`src/rtl/cdb_arbiter_if.sv`:
```
// Writeback bus between the three functional units, the ROB age reference and the CDB.
// master = FU/ROB side driving results, slave = the cdb_arbiter.
interface cdb_arbiter_if #(
    parameter int ROB_W  = 5,
    parameter int PREG_W = 7
);
    logic              alu_valid;
    logic [ROB_W-1:0]  alu_rob_tag;
    logic [PREG_W-1:0] alu_pd;
    logic [31:0]       alu_data;
    logic              alu_full;

    logic              b_valid;
    logic [ROB_W-1:0]  b_rob_tag;
    logic [PREG_W-1:0] b_pd;
    logic [31:0]       b_data;
    logic              b_full;

    logic              mem_valid;
    logic [ROB_W-1:0]  mem_rob_tag;
    logic [PREG_W-1:0] mem_pd;
    logic [31:0]       mem_data;
    logic              mem_full;

    logic [ROB_W-1:0]  rob_head;
    logic              mispredict;
    logic [ROB_W-1:0]  mispredict_tag;

    logic              cdb_valid;
    logic [ROB_W-1:0]  cdb_rob_tag;
    logic [PREG_W-1:0] cdb_pd;
    logic [31:0]       cdb_data;
    logic [1:0]        cdb_src;
    logic              overflow;

    modport master (
        output alu_valid, alu_rob_tag, alu_pd, alu_data,
        output b_valid, b_rob_tag, b_pd, b_data,
        output mem_valid, mem_rob_tag, mem_pd, mem_data,
        output rob_head, mispredict, mispredict_tag,
        input  alu_full, b_full, mem_full,
        input  cdb_valid, cdb_rob_tag, cdb_pd, cdb_data, cdb_src, overflow
    );

    modport slave (
        input  alu_valid, alu_rob_tag, alu_pd, alu_data,
        input  b_valid, b_rob_tag, b_pd, b_data,
        input  mem_valid, mem_rob_tag, mem_pd, mem_data,
        input  rob_head, mispredict, mispredict_tag,
        output alu_full, b_full, mem_full,
        output cdb_valid, cdb_rob_tag, cdb_pd, cdb_data, cdb_src, overflow
    );
endinterface

```
`src/rtl/cdb_arbiter.sv`:
```
// CDB writeback arbiter: per-FU result FIFOs with in-place mispredict squash and a registered CDB.
// Define CDB_OLDEST_FIRST_EN to grant the oldest candidate instead of round-robin.
module cdb_arbiter #(
    parameter int DEPTH  = 4,
    parameter int ROB_W  = 5,
    parameter int PREG_W = 7
) (
    input  logic         clk,
    input  logic         reset,
    cdb_arbiter_if.slave bus
);
    localparam int NSRC  = 3;
    localparam int PTR_W = $clog2(DEPTH);
    localparam int CNT_W = PTR_W + 1;
    localparam logic [CNT_W-1:0] FULL_CNT = CNT_W'(DEPTH);
    localparam logic [1:0] SRC_ALU = 2'd0;
    localparam logic [1:0] SRC_MEM = 2'd2;

    typedef struct packed {
        logic [ROB_W-1:0]  rob_tag;
        logic [PREG_W-1:0] pd;
        logic [31:0]       data;
    } result_t;

    function automatic logic [ROB_W-1:0] age_of(input logic [ROB_W-1:0] tag,
                                                input logic [ROB_W-1:0] head);
        return ROB_W'(tag - head);
    endfunction

    // Storage and state
    result_t           payload_q [NSRC][DEPTH];
    logic [DEPTH-1:0]  valid_q   [NSRC];
    logic [PTR_W-1:0]  rd_ptr_q  [NSRC];
    logic [PTR_W-1:0]  wr_ptr_q  [NSRC];
    logic [CNT_W-1:0]  count_q   [NSRC];
    logic [NSRC-1:0]   full_q;
    logic [1:0]        last_grant_q;
    logic              cdb_valid_q;
    result_t           cdb_res_q;
    logic [1:0]        cdb_src_q;
    logic              overflow_q;

    // Combinational view of this cycle
    logic              in_valid  [NSRC];
    result_t           in_res    [NSRC];
    result_t           head_res  [NSRC];
    logic [DEPTH-1:0]  kill      [NSRC];
    logic [DEPTH-1:0]  valid_nxt [NSRC];
    logic [CNT_W-1:0]  count_nxt [NSRC];
    logic [NSRC-1:0]   cand, pop_inv, deq, accept;
    logic [ROB_W-1:0]  mp_age;
    logic              ovf_hit;
    logic              grant_any;
    logic [1:0]        grant_src;
`ifdef CDB_OLDEST_FIRST_EN
    logic [ROB_W-1:0]  best_age;
`else
    logic [1:0]        rr_idx;
`endif

    // NOTE: every variable written here gets a default first, so no path can infer a latch.
    always_comb begin
        in_valid[0] = bus.alu_valid;
        in_valid[1] = bus.b_valid;
        in_valid[2] = bus.mem_valid;
        in_res[0]   = '{rob_tag: bus.alu_rob_tag, pd: bus.alu_pd, data: bus.alu_data};
        in_res[1]   = '{rob_tag: bus.b_rob_tag,   pd: bus.b_pd,   data: bus.b_data};
        in_res[2]   = '{rob_tag: bus.mem_rob_tag, pd: bus.mem_pd, data: bus.mem_data};
        mp_age      = age_of(bus.mispredict_tag, bus.rob_head);
        cand        = '0;
        pop_inv     = '0;
        deq         = '0;
        accept      = '0;
        ovf_hit     = 1'b0;
        grant_any   = 1'b0;
        grant_src   = SRC_ALU;

        for (int s = 0; s < NSRC; s++) begin
            kill[s]     = '0;
            head_res[s] = payload_q[s][rd_ptr_q[s]];
            // Anything strictly younger than the mispredicted branch is wrong-path.
            for (int i = 0; i < DEPTH; i++)
                kill[s][i] = bus.mispredict &&
                             (age_of(payload_q[s][i].rob_tag, bus.rob_head) > mp_age);
            if (count_q[s] != '0) begin
                pop_inv[s] = !valid_q[s][rd_ptr_q[s]];
                cand[s]    = valid_q[s][rd_ptr_q[s]] && !kill[s][rd_ptr_q[s]];
            end
        end

`ifdef CDB_OLDEST_FIRST_EN
        best_age = '1;
        for (int s = 0; s < NSRC; s++) begin
            if (cand[s] && (!grant_any ||
                            age_of(head_res[s].rob_tag, bus.rob_head) < best_age)) begin
                grant_any = 1'b1;
                grant_src = 2'(s);
                best_age  = age_of(head_res[s].rob_tag, bus.rob_head);
            end
        end
`else
        rr_idx = last_grant_q;
        for (int k = 0; k < NSRC; k++) begin
            rr_idx = (rr_idx == SRC_MEM) ? SRC_ALU : rr_idx + 2'd1;
            if (!grant_any && cand[rr_idx]) begin
                grant_any = 1'b1;
                grant_src = rr_idx;
            end
        end
`endif

        for (int s = 0; s < NSRC; s++) begin
            deq[s] = pop_inv[s] || (grant_any && grant_src == 2'(s));
            // A wrong-path result arriving in the mispredict cycle is simply not written.
            if (in_valid[s] && !(bus.mispredict &&
                    (age_of(in_res[s].rob_tag, bus.rob_head) > mp_age))) begin
                if (count_q[s] != FULL_CNT || deq[s])
                    accept[s] = 1'b1;
                else
                    ovf_hit = 1'b1;
            end
            count_nxt[s] = count_q[s] + CNT_W'(accept[s]) - CNT_W'(deq[s]);

            valid_nxt[s] = valid_q[s] & ~kill[s];
            if (deq[s])
                valid_nxt[s][rd_ptr_q[s]] = 1'b0;
            if (accept[s])
                valid_nxt[s][wr_ptr_q[s]] = 1'b1;
        end
    end

    // NOTE: payload slots carry no reset; occupancy is tracked by the reset valid bits and counts.
    always_ff @(posedge clk) begin
        for (int s = 0; s < NSRC; s++)
            if (accept[s])
                payload_q[s][wr_ptr_q[s]] <= in_res[s];
    end

    // NOTE: sequential state uses non-blocking assignments so every register samples pre-edge values.
    always_ff @(posedge clk or posedge reset) begin
        if (reset) begin
            for (int s = 0; s < NSRC; s++) begin
                valid_q[s]  <= '0;
                rd_ptr_q[s] <= '0;
                wr_ptr_q[s] <= '0;
                count_q[s]  <= '0;
            end
            full_q       <= '0;
            last_grant_q <= SRC_MEM;
            cdb_valid_q  <= 1'b0;
            cdb_res_q    <= '0;
            cdb_src_q    <= SRC_ALU;
            overflow_q   <= 1'b0;
        end else begin
            for (int s = 0; s < NSRC; s++) begin
                valid_q[s]  <= valid_nxt[s];
                rd_ptr_q[s] <= rd_ptr_q[s] + PTR_W'(deq[s]);
                wr_ptr_q[s] <= wr_ptr_q[s] + PTR_W'(accept[s]);
                count_q[s]  <= count_nxt[s];
                full_q[s]   <= (count_nxt[s] == FULL_CNT);
            end
            cdb_valid_q <= grant_any;
            if (grant_any) begin
                cdb_res_q    <= head_res[grant_src];
                cdb_src_q    <= grant_src;
                last_grant_q <= grant_src;
            end
            overflow_q <= overflow_q | ovf_hit;
        end
    end

    assign bus.alu_full    = full_q[0];
    assign bus.b_full      = full_q[1];
    assign bus.mem_full    = full_q[2];
    assign bus.cdb_valid   = cdb_valid_q;
    assign bus.cdb_rob_tag = cdb_res_q.rob_tag;
    assign bus.cdb_pd      = cdb_res_q.pd;
    assign bus.cdb_data    = cdb_res_q.data;
    assign bus.cdb_src     = cdb_src_q;
    assign bus.overflow    = overflow_q;
endmodule

```
`src/flat_wrapper.sv`:
```
// flat-port wrapper written by rule: the top's interface ports become plain ports
module cdb_arbiter_flat 
#(
    parameter int DEPTH  = 4,
    parameter int ROB_W  = 5,
    parameter int PREG_W = 7
)
  (clk, reset, bus_alu_valid, bus_alu_rob_tag, bus_alu_pd, bus_alu_data, bus_b_valid, bus_b_rob_tag, bus_b_pd, bus_b_data, bus_mem_valid, bus_mem_rob_tag, bus_mem_pd, bus_mem_data, bus_rob_head, bus_mispredict, bus_mispredict_tag, bus_alu_full, bus_b_full, bus_mem_full, bus_cdb_valid, bus_cdb_rob_tag, bus_cdb_pd, bus_cdb_data, bus_cdb_src, bus_overflow);
  cdb_arbiter_if #(.ROB_W(ROB_W), .PREG_W(PREG_W)) bus_i ();
  input  logic clk;
  input  logic reset;
  input wire logic [$bits(bus_i.alu_valid)-1:0] bus_alu_valid;
  input wire logic [$bits(bus_i.alu_rob_tag)-1:0] bus_alu_rob_tag;
  input wire logic [$bits(bus_i.alu_pd)-1:0] bus_alu_pd;
  input wire logic [$bits(bus_i.alu_data)-1:0] bus_alu_data;
  input wire logic [$bits(bus_i.b_valid)-1:0] bus_b_valid;
  input wire logic [$bits(bus_i.b_rob_tag)-1:0] bus_b_rob_tag;
  input wire logic [$bits(bus_i.b_pd)-1:0] bus_b_pd;
  input wire logic [$bits(bus_i.b_data)-1:0] bus_b_data;
  input wire logic [$bits(bus_i.mem_valid)-1:0] bus_mem_valid;
  input wire logic [$bits(bus_i.mem_rob_tag)-1:0] bus_mem_rob_tag;
  input wire logic [$bits(bus_i.mem_pd)-1:0] bus_mem_pd;
  input wire logic [$bits(bus_i.mem_data)-1:0] bus_mem_data;
  input wire logic [$bits(bus_i.rob_head)-1:0] bus_rob_head;
  input wire logic [$bits(bus_i.mispredict)-1:0] bus_mispredict;
  input wire logic [$bits(bus_i.mispredict_tag)-1:0] bus_mispredict_tag;
  output wire logic [$bits(bus_i.alu_full)-1:0] bus_alu_full;
  output wire logic [$bits(bus_i.b_full)-1:0] bus_b_full;
  output wire logic [$bits(bus_i.mem_full)-1:0] bus_mem_full;
  output wire logic [$bits(bus_i.cdb_valid)-1:0] bus_cdb_valid;
  output wire logic [$bits(bus_i.cdb_rob_tag)-1:0] bus_cdb_rob_tag;
  output wire logic [$bits(bus_i.cdb_pd)-1:0] bus_cdb_pd;
  output wire logic [$bits(bus_i.cdb_data)-1:0] bus_cdb_data;
  output wire logic [$bits(bus_i.cdb_src)-1:0] bus_cdb_src;
  output wire logic [$bits(bus_i.overflow)-1:0] bus_overflow;
  assign bus_i.alu_valid = bus_alu_valid;
  assign bus_i.alu_rob_tag = bus_alu_rob_tag;
  assign bus_i.alu_pd = bus_alu_pd;
  assign bus_i.alu_data = bus_alu_data;
  assign bus_i.b_valid = bus_b_valid;
  assign bus_i.b_rob_tag = bus_b_rob_tag;
  assign bus_i.b_pd = bus_b_pd;
  assign bus_i.b_data = bus_b_data;
  assign bus_i.mem_valid = bus_mem_valid;
  assign bus_i.mem_rob_tag = bus_mem_rob_tag;
  assign bus_i.mem_pd = bus_mem_pd;
  assign bus_i.mem_data = bus_mem_data;
  assign bus_i.rob_head = bus_rob_head;
  assign bus_i.mispredict = bus_mispredict;
  assign bus_i.mispredict_tag = bus_mispredict_tag;
  assign bus_alu_full = bus_i.alu_full;
  assign bus_b_full = bus_i.b_full;
  assign bus_mem_full = bus_i.mem_full;
  assign bus_cdb_valid = bus_i.cdb_valid;
  assign bus_cdb_rob_tag = bus_i.cdb_rob_tag;
  assign bus_cdb_pd = bus_i.cdb_pd;
  assign bus_cdb_data = bus_i.cdb_data;
  assign bus_cdb_src = bus_i.cdb_src;
  assign bus_overflow = bus_i.overflow;
  cdb_arbiter #(.DEPTH(DEPTH), .ROB_W(ROB_W), .PREG_W(PREG_W)) u_core (.clk(clk), .reset(reset), .bus(bus_i));
endmodule
```
`config.mk`:
```
export PLATFORM = sky130hd
export DESIGN_NAME = cdb_arbiter_flat
export DESIGN_NICKNAME = d
export VERILOG_FILES = /design/src/rtl/cdb_arbiter_if.sv /design/src/rtl/cdb_arbiter.sv /design/src/flat_wrapper.sv
export SDC_FILE = /design/constraint.sdc
export NUM_CORES = 1
export LEC_CHECK = 0
export BUFFER_PORTS_ARGS = -buffer_cell sky130_fd_sc_hd__buf_2
export CAP_MARGIN = 20
export CELL_PAD_IN_SITES_DETAIL_PLACEMENT = 1
export CELL_PAD_IN_SITES_GLOBAL_PLACEMENT = 1
export CORE_ASPECT_RATIO = 0.5
export CORE_UTILIZATION = 35
export DETAILED_ROUTE_END_ITERATION = 6
export PLACE_DENSITY_LB_ADDON = 0.1
export SYNTH_ARGS = -nofsm -noshare
export SYNTH_HDL_FRONTEND = slang
export SYNTH_SLANG_ARGS = --single-unit
```
`constraint.sdc`:
```
create_clock -name clk -period 7.4 [get_ports clk]
set_clock_uncertainty 0.1 [all_clocks]
set_input_delay 0.74 -clock clk [delete_from_list [all_inputs] [get_ports clk]]
set_output_delay 0.74 -clock clk [all_outputs]
set_load 0.02 [all_outputs]
```
# Word level (Yosys, flattened, before mapping)
# Memories as Yosys holds them, arrays and structs flattened.
# Index checks and enable logic that the tools add are counted.
[classes]
n_addsub = 31
muxes = 87
eq_ne = 11
n_bitwise = 23
n_reduce_logical = 56
n_lt_le_gt_ge = 40
[ops]
columns = ["cell", "n"]
rows = [
  ["$mux W176", 3],
  ["$mux W44", 11],
  ["$bmux W44 S2", 4],
  ["$demux W44 S2", 3],
  ["$sub A5 B5 Y5", 16],
  ["$gt A5 B5 Y1", 15],
  ["$mux W1", 39],
  ["$logic_and A1 B1 Y1", 35],
  ["$lt A2 B3 Y1 const B", 9],
  ["$and A4 B4 Y4", 6],
  ["$mux W4", 6],
  ["$not A4 Y4", 6],
  ["$ge A3 B3 Y1 const B", 7],
  ["$not A2 Y3", 7],
  ["$bmux W1 S2", 9],
  ["$add A2 B1 Y2", 6],
  ["$demux W1 S2", 6],
  ["$ge A2 B1 Y1 const B", 6],
  ["$mux W2", 6],
  ["$or A4 B4 Y4", 3],
  ["$logic_not A1 Y1", 11],
  ["$add A3 B1 Y3", 3],
  ["$eq A3 B3 Y1 const B", 3],
  ["$lt A3 B1 Y1 const B", 3],
  ["other kinds (9)", 25],
]
[word_totals]
ramBits = 528
register_bits = 86
output_inout_bits = 51
inputBits = 148
mem_count = 1
word_cells = 269
[memory_table]
columns = ["name", "depth", "width", "rd", "rd_clocked_by_memory_dff", "wr", "line_no", "text"]
rows = [
  ["u_core.payload_q", 3, 176, 3, 0, 3, "cdb_arbiter.sv:31", "result_t payload_q [NSRC][DEPTH];"],
]

# Logic depth before layout (Yosys ltp)
[logic_depth]
ltp_word = 28
mapped_depth = 28
depth_no_buf = 27

# Least setup slack after synthesis
# OpenSTA, ideal clock, no wires.
[synth_path]
path_kind = "input to register"
startpoint = "input port bus_rob_head[1]"
endpoint = "memory u_core.payload_q[0][440] (netlist bit) (enable)"
path_buffers = 1
slack_ns = -1.634
stages = 17
arrival_time_ns = 8.422
setup_time_ns = 0.512
required_ns = 6.788
path_cell_list = "inv_1 -> fa_1 -> a21oi_1 -> nor2_1 -> nor2_1 -> xnor2_1 -> ha_1 -> and4b_1 -> and3b_1 -> a2111oi_0 -> o31ai_1 -> a311oi_1 -> and2_1 -> o211a_1 -> buf_2 -> o21bai_2 -> nor3b_1"
[synth_rtl]
columns = ["element", "line_no", "text"]
rows = [
  ["from (decl)", "flat_wrapper.sv:24", "input wire logic [$bits(bus_i.rob_head)-1:0] bus_rob_head;"],
  ["to (decl)", "cdb_arbiter.sv:31", ""],
]

==> impl_metrics.py <==
metrics = {
    "run_status": {
        "status": "complete, no violations",
    },
    "drt": {
        "drt-wirelength-per-cell_um": 25.6,
        "drt-total-wl_mm": 76.9,
        "drt-initial-drc-count": 1046,
        "drc": 0,
        "drt_pass1_iterations": 5,
        "viasPerCell": 5.19,
        "ant_nets": 0,
        "num_vias": 15621,
    },
    "sta": {
        "tightest_slew_ns": 0.970,
        "relSlewSlack_pct": 34.7,
        "tns_ns": 0,
        "worst_slack_ns": 1.25,
        "layout_min_cycle_time_ns": 6.15,
        "hold_viol": 0,
        "hold_slack_ns": 0.108,
        "drv_slew": 0,
        "fmax_ghz": 0.163,
        "rsz0062_at_grt": "false",
        "setup_viol": 0,
        "fin_crit_sh_pct": 83.1,
    },
    "worst_setup_path": {
        "cp.arrival_ns": 6.58,
        "worst_setup_path_start_kind": "input pin",
        "critical-path-slowest-cell": "a311oi_1",
        "criticalPathCategory": "input pin to flop",
        "slowest_delay_ns": 0.53,
        "required_ns": 7.83,
        "cp_common_cell": "ha_1",
        "end_kind": "flop",
        "critPathMaxFanout": 15,
    },
    "pwr": {
        "power.density_nw_per_um2": 407,
        "p_leak_nw": 11.8,
        "ir_drop_v": 0.000230,
    },
    "job": {
        "max_cap_violations": 0,
    },
    "synth": {
        "synth_edf_count": 528,
        "synthArstFlopShare_pct": 13.9,
        "synth_top_family_by_area": "multiplexers",
        "synthFlopType": "edfxtp_1",
        "synth_cell_types": 86,
        "synth_xor_area_share_pct": 2.97,
        "ys_warn_count": 0,
        "synth_compound_area_share_pct": 6.20,
        "syn_inst": 1679,
        "synth_simple_gate_area_share_pct": 5.78,
        "ys_seq_area_share_pct": 64.4,
        "syn_avg_cell_area_um2": 16.6,
        "synth_top_area_share_pct": 56.8,
        "synthAdderAreaFrac_pct": 7.60,
        "synth_seq_cells": 613,
        "synthTopCellsByArea": "edfxtp_1, mux4_2, dfrtp_1, ha_1, xnor2_1",
        "synth_fp_nets": 1982,
        "synthMuxAreaShare_pct": 11.0,
        "synth_top_area_cell": "edfxtp_1",
        "syn-cell-area_um2": 27900,
    },
    "die": {
        "core_area_um2": 78100,
        "dieArea_um2": 80900,
        "die_w_um": 401,
        "initial_core_util_pct": 35.7,
        "boundaryPins": 199,
        "die_h_um": 202,
        "num_rows": 72,
    },
    "grt": {
        "grt_max_degree": 52,
        "grt_pass1_wl_mm": 114,
        "antenna_found_initial": 9,
        "gr-total-overflow": 0,
        "track_usage_pct": 19.2,
        "grt_pass1_vias": 16762,
    },
    "placed_design": {
        "dp_slack_ns": 0.598,
        "port_buffers": 198,
        "dp_hpwl_mm": 52.4,
        "gp_congestion": 0.776,
    },
    "clock_network": {
        "cts.path.max_buffers": 3,
        "clk_pin_slew_worst_paths_ns": 0.07,
        "cts_hold_repair.buffers": 0,
        "cts_setup_buffers": 0,
        "clkSinkCount": 613,
        "cts_buffers": 58,
        "cts_resized": 0,
        "cts_tree": "done",
        "clockRootBuffer": "clkbuf_16",
        "htree_levels": 2,
        "clk_latency_ns": 0.65,
    },
    "cells_and_area": {
        "fill_cells": 7657,
        "layout-drive-gt1-share_pct": 25.3,
        "nets": 2223,
        "seq_area_um2": 18000,
        "syn_to_final_growth_pct": 16.0,
        "multi_input_area_um2": 9440,
    },
    "hold_path": {
        "min_path_type": "input pin to async pin",
    },
}
logic make-up after synthesis:
| kind of cell | after synthesis |
|---|---|
| compound gates | 239 |
| xor+xnor | 90 |
| fa+ha+maj | 159 |
| buf+inv | 142 |
| flops | 613 |
| mux | 137 |
| simple gates | 299 |
critical path, delay by kind of cell:
kind | cells | cell delay (ns)
compound gates | 7 | 1.86
fa+ha+maj | 6 | 1.66
simple gates | 5 | 1.24
buf+inv | 5 | 0.57
xor+xnor | 3 | 0.49
cells in the final DEF, fill, tap and decap left out, types with 14 or more instances in the layout:
cell type	count
o21ai_0	20
clkbuf_16	58
xnor2_1	58
nor2_1	31
buf_4	36
nand2b_1	56
clkinv_1	14
a21oi_1	44
ha_1	136
a22oi_1	42
nand3_1	55
fa_1	19
a21o_1	33
edfxtp_1	528
dfrtp_1	78
xor2_1	29
nand2_1	68
mux4_2	135
buf_2	198
inv_1	79
worst paths after layout:
check,end,slack [ns],cells after the start,start
setup / recovery,u_core.full_q[1],1.25,26,bus_rob_head[0]
hold / removal,u_core.bus.cdb_data[1],0.11,2,reset
setup reg to reg,u_core.full_q[1],1.35,25,u_core.payload_q[0][435]
hold reg to reg,u_core.bus.cdb_src[1],0.42,1,u_core.bus.cdb_src[1]
max in group asynchronous,u_core.rd_ptr_q[0],5.81,3,reset
min in group clk,u_core.payload_q[0][472],0.21,1,bus_mem_pd[0]
per-stage QoR:
step	std cells	instance area, um2	total power [W]	util, %
after floorplan	1679	27900	0.00846	-
after global placement	2896	30500	0.0103	39.0
after detailed placement	2896	30500	0.0104	39.0
after CTS	3002	32400	0.0134	41.4
after global routing	3004	32400	0.0140	41.4
final	3007	32400	0.0132	41.5
report_power, final:
part           total (W)  internal [W]  switching, W
registers        0.00511       0.00463      0.000475
logic            0.00505       0.00207       0.00297
clock network    0.00302       0.00168       0.00133
per-layer routing:
metal	vias up	routed length (um)	GRT usage [%]	share of wire [%]
li1	7108	-	-	-
met1	8194	34600	25.9	45
met2	235	38300	33.0	50
met3	80	2840	3.06	3.7
met4	4	1030	3.41	1.3
met5	-	27	0	0.035
synth_stat cells, types with 38 or more instances:
| master | number |
|---|---|
| a21oi_1 | 44 |
| a22oi_1 | 42 |
| clkbuf_1 | 38 |
| dfrtp_1 | 84 |
| edfxtp_1 | 528 |
| ha_1 | 136 |
| inv_1 | 81 |
| mux4_2 | 135 |
| nand2_1 | 68 |
| nand2b_1 | 56 |
| nand3_1 | 55 |
| xnor2_1 | 58 |
final cells by class:
cell class | count | area share, %
multi-input combinational | 924 | 29.2
clock inverter | 34 | 1.12
timing repair buffer | 242 | 4.39
inverter | 81 | 0.947
tap | 1036 | 4.00
antenna | 5 | 0.0386
clock buffer | 72 | 4.74
sequential | 613 | 55.6
state kept, by name, summed over array words and instances, names as in the netlist:
signal                  cells
u_core.bus.cdb_src          2
u_core.bus.cdb_rob_tag      5
u_core.last_grant_q         1
u_core.bus.cdb_pd           7
u_core.bus.cdb_valid        1
u_core.valid_q             12
u_core.count_q              9
u_core.bus.overflow         1
u_core.bus.cdb_data        32
u_core.wr_ptr_q             6
u_core.rd_ptr_q             6
u_core.full_q               3
u_core.payload_q          528
(Power assumes the default switching activity.)
